**src/rtl/dance_ram_loader.sv**
```systemverilog
// Write-side front end for the sprite RAM: unpacks 16-pixel words onto the
// one-pixel-per-clock RAM write port and provides a bulk clear.
module dance_ram_loader #(
    parameter int         ADDR     = 10,
    parameter logic [1:0] CLR_CODE = 2'b00
) (
    input  logic            clk,
    input  logic            reset_n,
    input  logic            s_valid,
    output logic            s_ready,
    input  logic [ADDR-5:0] s_waddr,
    input  logic [31:0]     s_data,
    input  logic            clr_req,
    output logic            busy,
    output logic            done_tick,
    output logic [15:0]     word_cnt,
    output logic            we,
    output logic [ADDR-1:0] addr_w,
    output logic [1:0]      pixel_in
);

    typedef enum logic [1:0] {IDLE, SHIFT, CLEAR} state_t;

    localparam logic [ADDR-1:0] C_MAX = '1;

    state_t          state;
    logic [ADDR-5:0] waddr_h;
    logic [31:0]     data_h;
    logic [3:0]      k;
    logic [ADDR-1:0] c;
    logic            clr_last;

    // IDLE also waits out the trailing write cycle (busy) so a word held off
    // by a clear is accepted only once the clear has fully finished.
    always_comb begin
        s_ready = 1'b0;
        if (reset_n) begin
            case (state)
                IDLE:    s_ready = ~clr_req & ~busy;
                SHIFT:   s_ready = (k == 4'hF);
                default: s_ready = 1'b0;
            endcase
        end
    end

    always_ff @(posedge clk) begin
        if (!reset_n) begin
            state     <= IDLE;
            we        <= 1'b0;
            addr_w    <= '0;
            pixel_in  <= 2'b00;
            busy      <= 1'b0;
            done_tick <= 1'b0;
            word_cnt  <= 16'd0;
            k         <= 4'd0;
            c         <= '0;
            waddr_h   <= '0;
            data_h    <= 32'd0;
            clr_last  <= 1'b0;
        end else begin
            we        <= 1'b0;
            busy      <= 1'b0;
            clr_last  <= 1'b0;
            done_tick <= clr_last;
            case (state)
                IDLE: begin
                    if (clr_req) begin
                        c     <= '0;
                        state <= CLEAR;
                    end else if (s_valid && s_ready) begin
                        waddr_h <= s_waddr;
                        data_h  <= s_data;
                        k       <= 4'd0;
                        state   <= SHIFT;
                    end
                end
                SHIFT: begin
                    we       <= 1'b1;
                    busy     <= 1'b1;
                    addr_w   <= {waddr_h, k};
                    pixel_in <= data_h[{k, 1'b0} +: 2];
                    k        <= k + 4'd1;
                    if (k == 4'hF) begin
                        if (word_cnt != 16'hFFFF) begin
                            word_cnt <= word_cnt + 16'd1;
                        end
                        // Latching the next word here keeps the write stream gap-free.
                        if (s_valid) begin
                            waddr_h <= s_waddr;
                            data_h  <= s_data;
                        end else begin
                            state <= IDLE;
                        end
                    end
                end
                CLEAR: begin
                    we       <= 1'b1;
                    busy     <= 1'b1;
                    addr_w   <= c;
                    pixel_in <= CLR_CODE;
                    c        <= c + 1'b1;
                    if (c == C_MAX) begin
                        clr_last <= 1'b1;
                        state    <= IDLE;
                    end
                end
                default: state <= IDLE;
            endcase
        end
    end

endmodule

```
**config.mk**
```make
export PLATFORM = sky130hd
export DESIGN_NAME = dance_ram_loader
export DESIGN_NICKNAME = d
export VERILOG_FILES = /design/src/rtl/dance_ram_loader.sv
export SDC_FILE = /design/constraint.sdc
export NUM_CORES = 1
export LEC_CHECK = 0
export ABC_AREA = 1
export CAP_MARGIN = 20
export CORE_MARGIN = 3
export CORE_UTILIZATION = 50
export CTS_BUF_LIST = sky130_fd_sc_hd__clkbuf_4 sky130_fd_sc_hd__clkbuf_8
export DETAILED_ROUTE_END_ITERATION = 10
export GPL_ROUTABILITY_DRIVEN = 0
export GPL_TIMING_DRIVEN = 0
export HOLD_SLACK_MARGIN = 0.06
export PLACE_DENSITY = 0.82
export SYNTH_ARGS = -nofsm -noshare
export SYNTH_HDL_FRONTEND = slang
export SYNTH_SLANG_ARGS = --single-unit
```
**constraint.sdc**
```tcl
create_clock -name clk -period 2.2 [get_ports clk]
set_input_delay 0.44 -clock clk [delete_from_list [all_inputs] [get_ports clk]]
set_output_delay 0.44 -clock clk [all_outputs]
set_load 0.03 [all_outputs]
```
## Word level (Yosys, flattened, before mapping)

Index checks and enable logic that the tools add are counted.

- Memories kept: 0
- Input bits: 42
- RAM bits: 0
- Latch bits: 0
- Bits in read-only memories: 0
- Register bits: 85

- Mux-type cells: 27
- Equal/unequal tests: 13
- $mul: 0
- Add/sub/neg operators: 3
- Shift operators: 1
- Bitwise gates (word level): 3
- Magnitude comparators: 0
- Reductions and logical operators: 12
- Div/mod/pow operators: 0

Operators by type and width:

| cell | count |
|---|---|
| 2-to-1 mux 32 bit | 4 |
| one-hot mux 32 bit (2 select lines) | 1 |
| one-hot mux 10 bit (2 select lines) | 2 |
| variable part select 32 x 6 -> 2 bit | 1 |
| 2-to-1 mux 6 bit | 4 |
| adder 16 x 1 -> 16 bit, second input constant | 1 |
| inequality test 16 bit, second input constant | 1 |
| inequality test 2 bit, second input constant | 7 |
| one-hot mux 6 bit (2 select lines) | 1 |
| adder 10 x 1 -> 10 bit, second input constant | 1 |
| equality test 10 bit, second input constant | 1 |
| 2-to-1 mux 10 bit | 1 |
| 2-to-1 mux 2 bit | 5 |
| 2-to-1 mux 4 bit | 2 |
| one-hot mux 4 bit (2 select lines) | 1 |
| one-hot mux 2 bit (3 select lines) | 1 |
| AND reduction 3 bit | 2 |
| nonzero test 2 bit | 3 |
| AND reduction 5 bit | 1 |
| adder 4 x 1 -> 4 bit, second input constant | 1 |
| equality test 4 bit, second input constant | 1 |
| one-hot mux 2 bit (2 select lines) | 1 |
| AND reduction 2 bit | 2 |
| AND reduction 4 bit | 1 |
| other kinds (10) | 13 |

## Logic depth before layout (Yosys ltp)

- Word-level depth: 8
- Mapped depth: 11
- Depth with buffers taken out: 11

## Worst setup path before layout

OpenSTA, ideal clock, no wires.

- Kind: register to register
- Start point: register word_cnt[0]
- End point: register word_cnt[5]
- Buffers on the path: 1
- Required time: 2.059 ns
- Setup time: 0.141 ns
- Arrival: 1.713 ns
- Path slack: 0.347 ns
- Cell stages (with the launch flop): 12
- Cell sequence: dfxtp_1 ha_1 nand3_1 nor2_2 inv_2 nor2_4 inv_2 nor2_1 nor2_2 buf_2 nand2_1 a21oi_2

- Cells in the longest elaborated chain, start to end: 2
- Elaborated cells on any way between the ends: 3

RTL lines:

| element | RTL line | text |
|---|---|---|
| start, declared | 16 | `output logic [15:0] word_cnt,` |
| start signal, assigned | 85 | `word_cnt <= word_cnt + 16'd1;` |
| parallel branches: the longest is 2 deep, another holds adder 16 x 1 -> 16 bit | -- |  |

Parallel ways; which one is timed is not known.
A chain may end at the register's enable or synchronous reset.

## Final worst setup path

- Start point: register state[1]
- End point: output port s_ready

- Cells in the longest elaborated chain, start to end: 3
- Elaborated cells on any way between the ends: 4

RTL lines:

| element | RTL line | text |
|---|---|---|
| start, declared | 26 | `state_t state;` |
| start signal, assigned | 48 | `state <= IDLE;` |
| start signal, assigned | 69 | `state <= CLEAR;` |
| start signal, assigned | 74 | `state <= SHIFT;` |
| equality test 2 x 1 -> 1 bit / zero test 2 bit (equally long branches) | 38 | `case (state)` |
| one-hot mux 1 bit (2 select lines) (*) | 38 |  |
| 2-to-1 mux 1 bit (*) | 37 | `if (reset_n) begin` |
| end, declared | 10 | `output logic s_ready,` |

Mark *: on every way between the ends. The rest lies on a longest branch, timed or not.

==> impl_metrics.yaml <==
outcome:
  outcome: "finished clean"
setup_path:
  rr_startpoint: "state[0]$_SDFFE_PN0P_"
  crit_arrival_ns: 1.62
  startpoint_type: "flip-flop"
  cp-end-kind: "output port"
  r2r_cells: 10
  regToRegEndpoint: "waddr_h[1]$_SDFFE_PN0P_"
  cp.required_ns: 1.76
  critPathKind: "reg2out"
  reg2reg_setup_slack_ns: 0.19
  cp_max_fo: 6
floorplanning:
  dieArea_um2: 10050
  ios: 74
  fp.coreArea_um2: 8423
  fp.dieW_um: 100.2
  start_util_pct: 52.70
  rows: 33
  die_h_um: 100.2
cts:
  cts_resized: 4
  clockRootBuffer: "clkbuf_8"
  cts_buffers: 9
  cts_tree: "built"
  postCtsSetupBuffers: 0
  cts_sinks: 85
  clockBufferDepth: 2
  clk_latency_ns: 0.36
  htree_levels: 3
  cts_hold_buf: 0
  cts.clk_slew.worst_paths_ns: 0.08
finish:
  fillers: 770
  area_growth_pct: 23.25
  layout.nets: 780
  final_area_um2: 5472
  drive_gt1_share_pct: 8.560
  instances_no_fill: 841
  fin_util_pct: 64.96
  diodes: 0
timing:
  report.final.setup_viol: 0
  worstMarginPinSlew_ns: 0.7200
  hold_viol_final: 0
  post-route-period-util_pct: 93.86
  period_minus_slack_ns: 2.065
  rsz0062_at_grt: "true"
  finalMaxSlewViolations: 0
  max_freq_mhz: 484.3
  max_slew_margin_pct: 52.00
  fin_ws_ns: 0.1352
  fin_skew_ns: 0.01564
synthesis:
  syn-num-nets: 697
  avgSynthCellArea_um2: 6.840
  netlist_top_cells_area: "dfxtp_1, nand2_1, a21oi_1"
  ys_ff_latch: 85
  yosys_warnings: 0
  synth_largest_area_cell: "dfxtp_1"
  syn_area_um2: 4439
  synth_top_area_share_pct: 38.33
  synth_cell_type_count: 35
  synth_cells: 649
  ys_seq_area_share_pct: 38.33
place:
  dp_hpwl_um: 8298
  port_buffers: 73
  pre_cts_ws_ns: -0.5229
  post_dp_cell_area_um2: 5301
  dp_cells: 827
route:
  ant_nets: 0
  drc: 0
  drt-vias-per-instance: 5.258
  wl_per_cell_um: 13.44
  routed_wl_um: 11300
  via_count: 4422
  initialDrtViolationCount: 225
  dr.pass1.iters: 5
global_route:
  antenna_found_initial: 0
  grt.overflow.total: 0
  grt_usage_pct: 23.08
  grt_start_max_net_pins: 17
  grt_pass1_vias: 4143
  grt_pass1_wl_um: 19140
power_and_ir_drop:
  power_per_cell_area_nw_per_um2: 726.8
  p_leak_nw: 2.112
  ir_worst_vdd_mv: 0.4215
  total_power_mw: 3.977
hold_path:
  whs_endpoint: "done_tick$_SDFF_PN0_"
  hold_depth: 2
  hp-class: "reg2reg"
  hold_start: "clr_last$_SDFF_PN0_"
run:
  drv_cap: 0
[registers in the layout, indices dropped and copies added (netlist names)]
| name | flops |
|---|---|
| k | 4 |
| clr_last | 1 |
| c | 10 |
| done_tick | 1 |
| waddr_h | 6 |
| data_h | 32 |
| pixel_in | 2 |
| state | 2 |
| we | 1 |
| addr_w | 10 |
| word_cnt | 16 |
[worst max path at each step]
| stage | startpoint | endpoint | slack (ns) | cells after the start |
|---|---|---|---|---|
| 3_3_place_gp | reset_n | s_ready | -0.55 | 5 |
| 3_5_place_dp | reset_n | s_ready | -0.52 | 5 |
| 5_1_grt | state[0]$_SDFFE_PN0P_ | data_h[19]$_SDFFE_PN0P_ | -0.02 | 10 |
| 6_report | state[1]$_SDFFE_PN0P_ | s_ready | 0.14 | 5 |
| 2_1_floorplan | word_cnt[0]$_SDFFE_PN0P_ | word_cnt[5]$_SDFFE_PN0P_ | 0.35 | 11 |
| 4_1_cts | state[1]$_SDFFE_PN0P_ | s_ready | 0.01 | 5 |
[per-layer routing]
metal	track usage [%]	vias to the layer above	share of wire [%]
met1	31.29	1983	47
met2	37.72	160	46
met3	4.587	11	6.5
met5	0	-	0
met4	5.907	0	0.98
li1	-	2268	-
[cell usage after synthesis (all sizes together)]
cell type / instances
a21oi: 88
clkinv: 2
xor2: 8
o21a: 1
nand4: 6
a221oi: 1
clkbuf: 13
and3: 1
nor2: 71
a211oi: 2
ha: 6
buf: 25
xnor2: 3
nand3b: 38
nor3b: 1
nand2: 164
inv: 58
nand3: 48
o21ai: 20
nor3: 8
dfxtp: 85
[where the power goes]
| part | internal (mW) | switching [mW] |
|---|---|---|
| clock | 0.436 | 0.562 |
| sequential | 1.68 | 0.0844 |
| combinational | 0.437 | 0.776 |
[cells by family after synthesis]
kind of cell    after synthesis  synth area share, %
flops                        85                38.33
xor+xnor                     11                2.170
buf+inv                      98                9.132
compound gates              112                14.15
simple gates                337                34.53
fa+ha+maj                     6                1.691
[cell usage in the layout (no fill, tap or decap), types with 2 or more instances in the layout]
| cell type | netlist | final |
|---|---|---|
| nand2_1 | 162 | 162 |
| dfxtp_1 | 85 | 85 |
| a21oi_1 | 77 | 77 |
| clkdlybuf4s50_1 | 0 | 72 |
| nor2_1 | 68 | 68 |
| inv_1 | 53 | 53 |
| nand3_1 | 48 | 48 |
| nand3b_1 | 38 | 38 |
| buf_2 | 18 | 18 |
| o21ai_0 | 13 | 13 |
| clkbuf_1 | 13 | 12 |
| a21oi_2 | 11 | 11 |
| clkbuf_8 | 0 | 10 |
| xor2_1 | 8 | 8 |
| nor3_1 | 7 | 7 |
| inv_2 | 5 | 5 |
| nand4_1 | 5 | 5 |
| o21ai_1 | 5 | 5 |
| ha_1 | 6 | 5 |
| buf_1 | 4 | 4 |
| xnor2_1 | 3 | 3 |
| clkinvlp_4 | 0 | 3 |
| buf_4 | 2 | 2 |
| a211oi_1 | 2 | 2 |
| clkinv_1 | 2 | 2 |
| nor2_2 | 2 | 2 |
[per-stage QoR]
step | TNS [ns] | hold WS (ns)
global route | -0.05455 | 0.4735
detailed placement | -0.8434 | 0.4212
floorplan | 0 | 0.3905
finish | 0 | 0.4410
CTS | 0 | 0.4379
global placement | -0.5903 | 0.4122
[cell type report]
type | instances | area, um2 | share of cell area, %
well taps | 105 | 131.4 | 2.401
clock buffers | 10 | 137.6 | 2.515
inverters | 60 | 225.2 | 4.116
flip-flops and latches | 85 | 1702 | 31.10
clock inverters | 5 | 36.28 | 0.6632
multi-input cells | 466 | 2335 | 42.67
repair buffers | 73 | 725.7 | 13.26
plain buffers | 37 | 178.9 | 3.270
[critical path, cell delays in order (launching register included)]
cell     delay (ns)
dfxtp_1        0.33
inv_1          0.09
ha_2           0.26
nand4_2        0.17
a21oi_1        0.21
buf_2          0.23
Note: power is estimated with default switching activity, not from simulation.
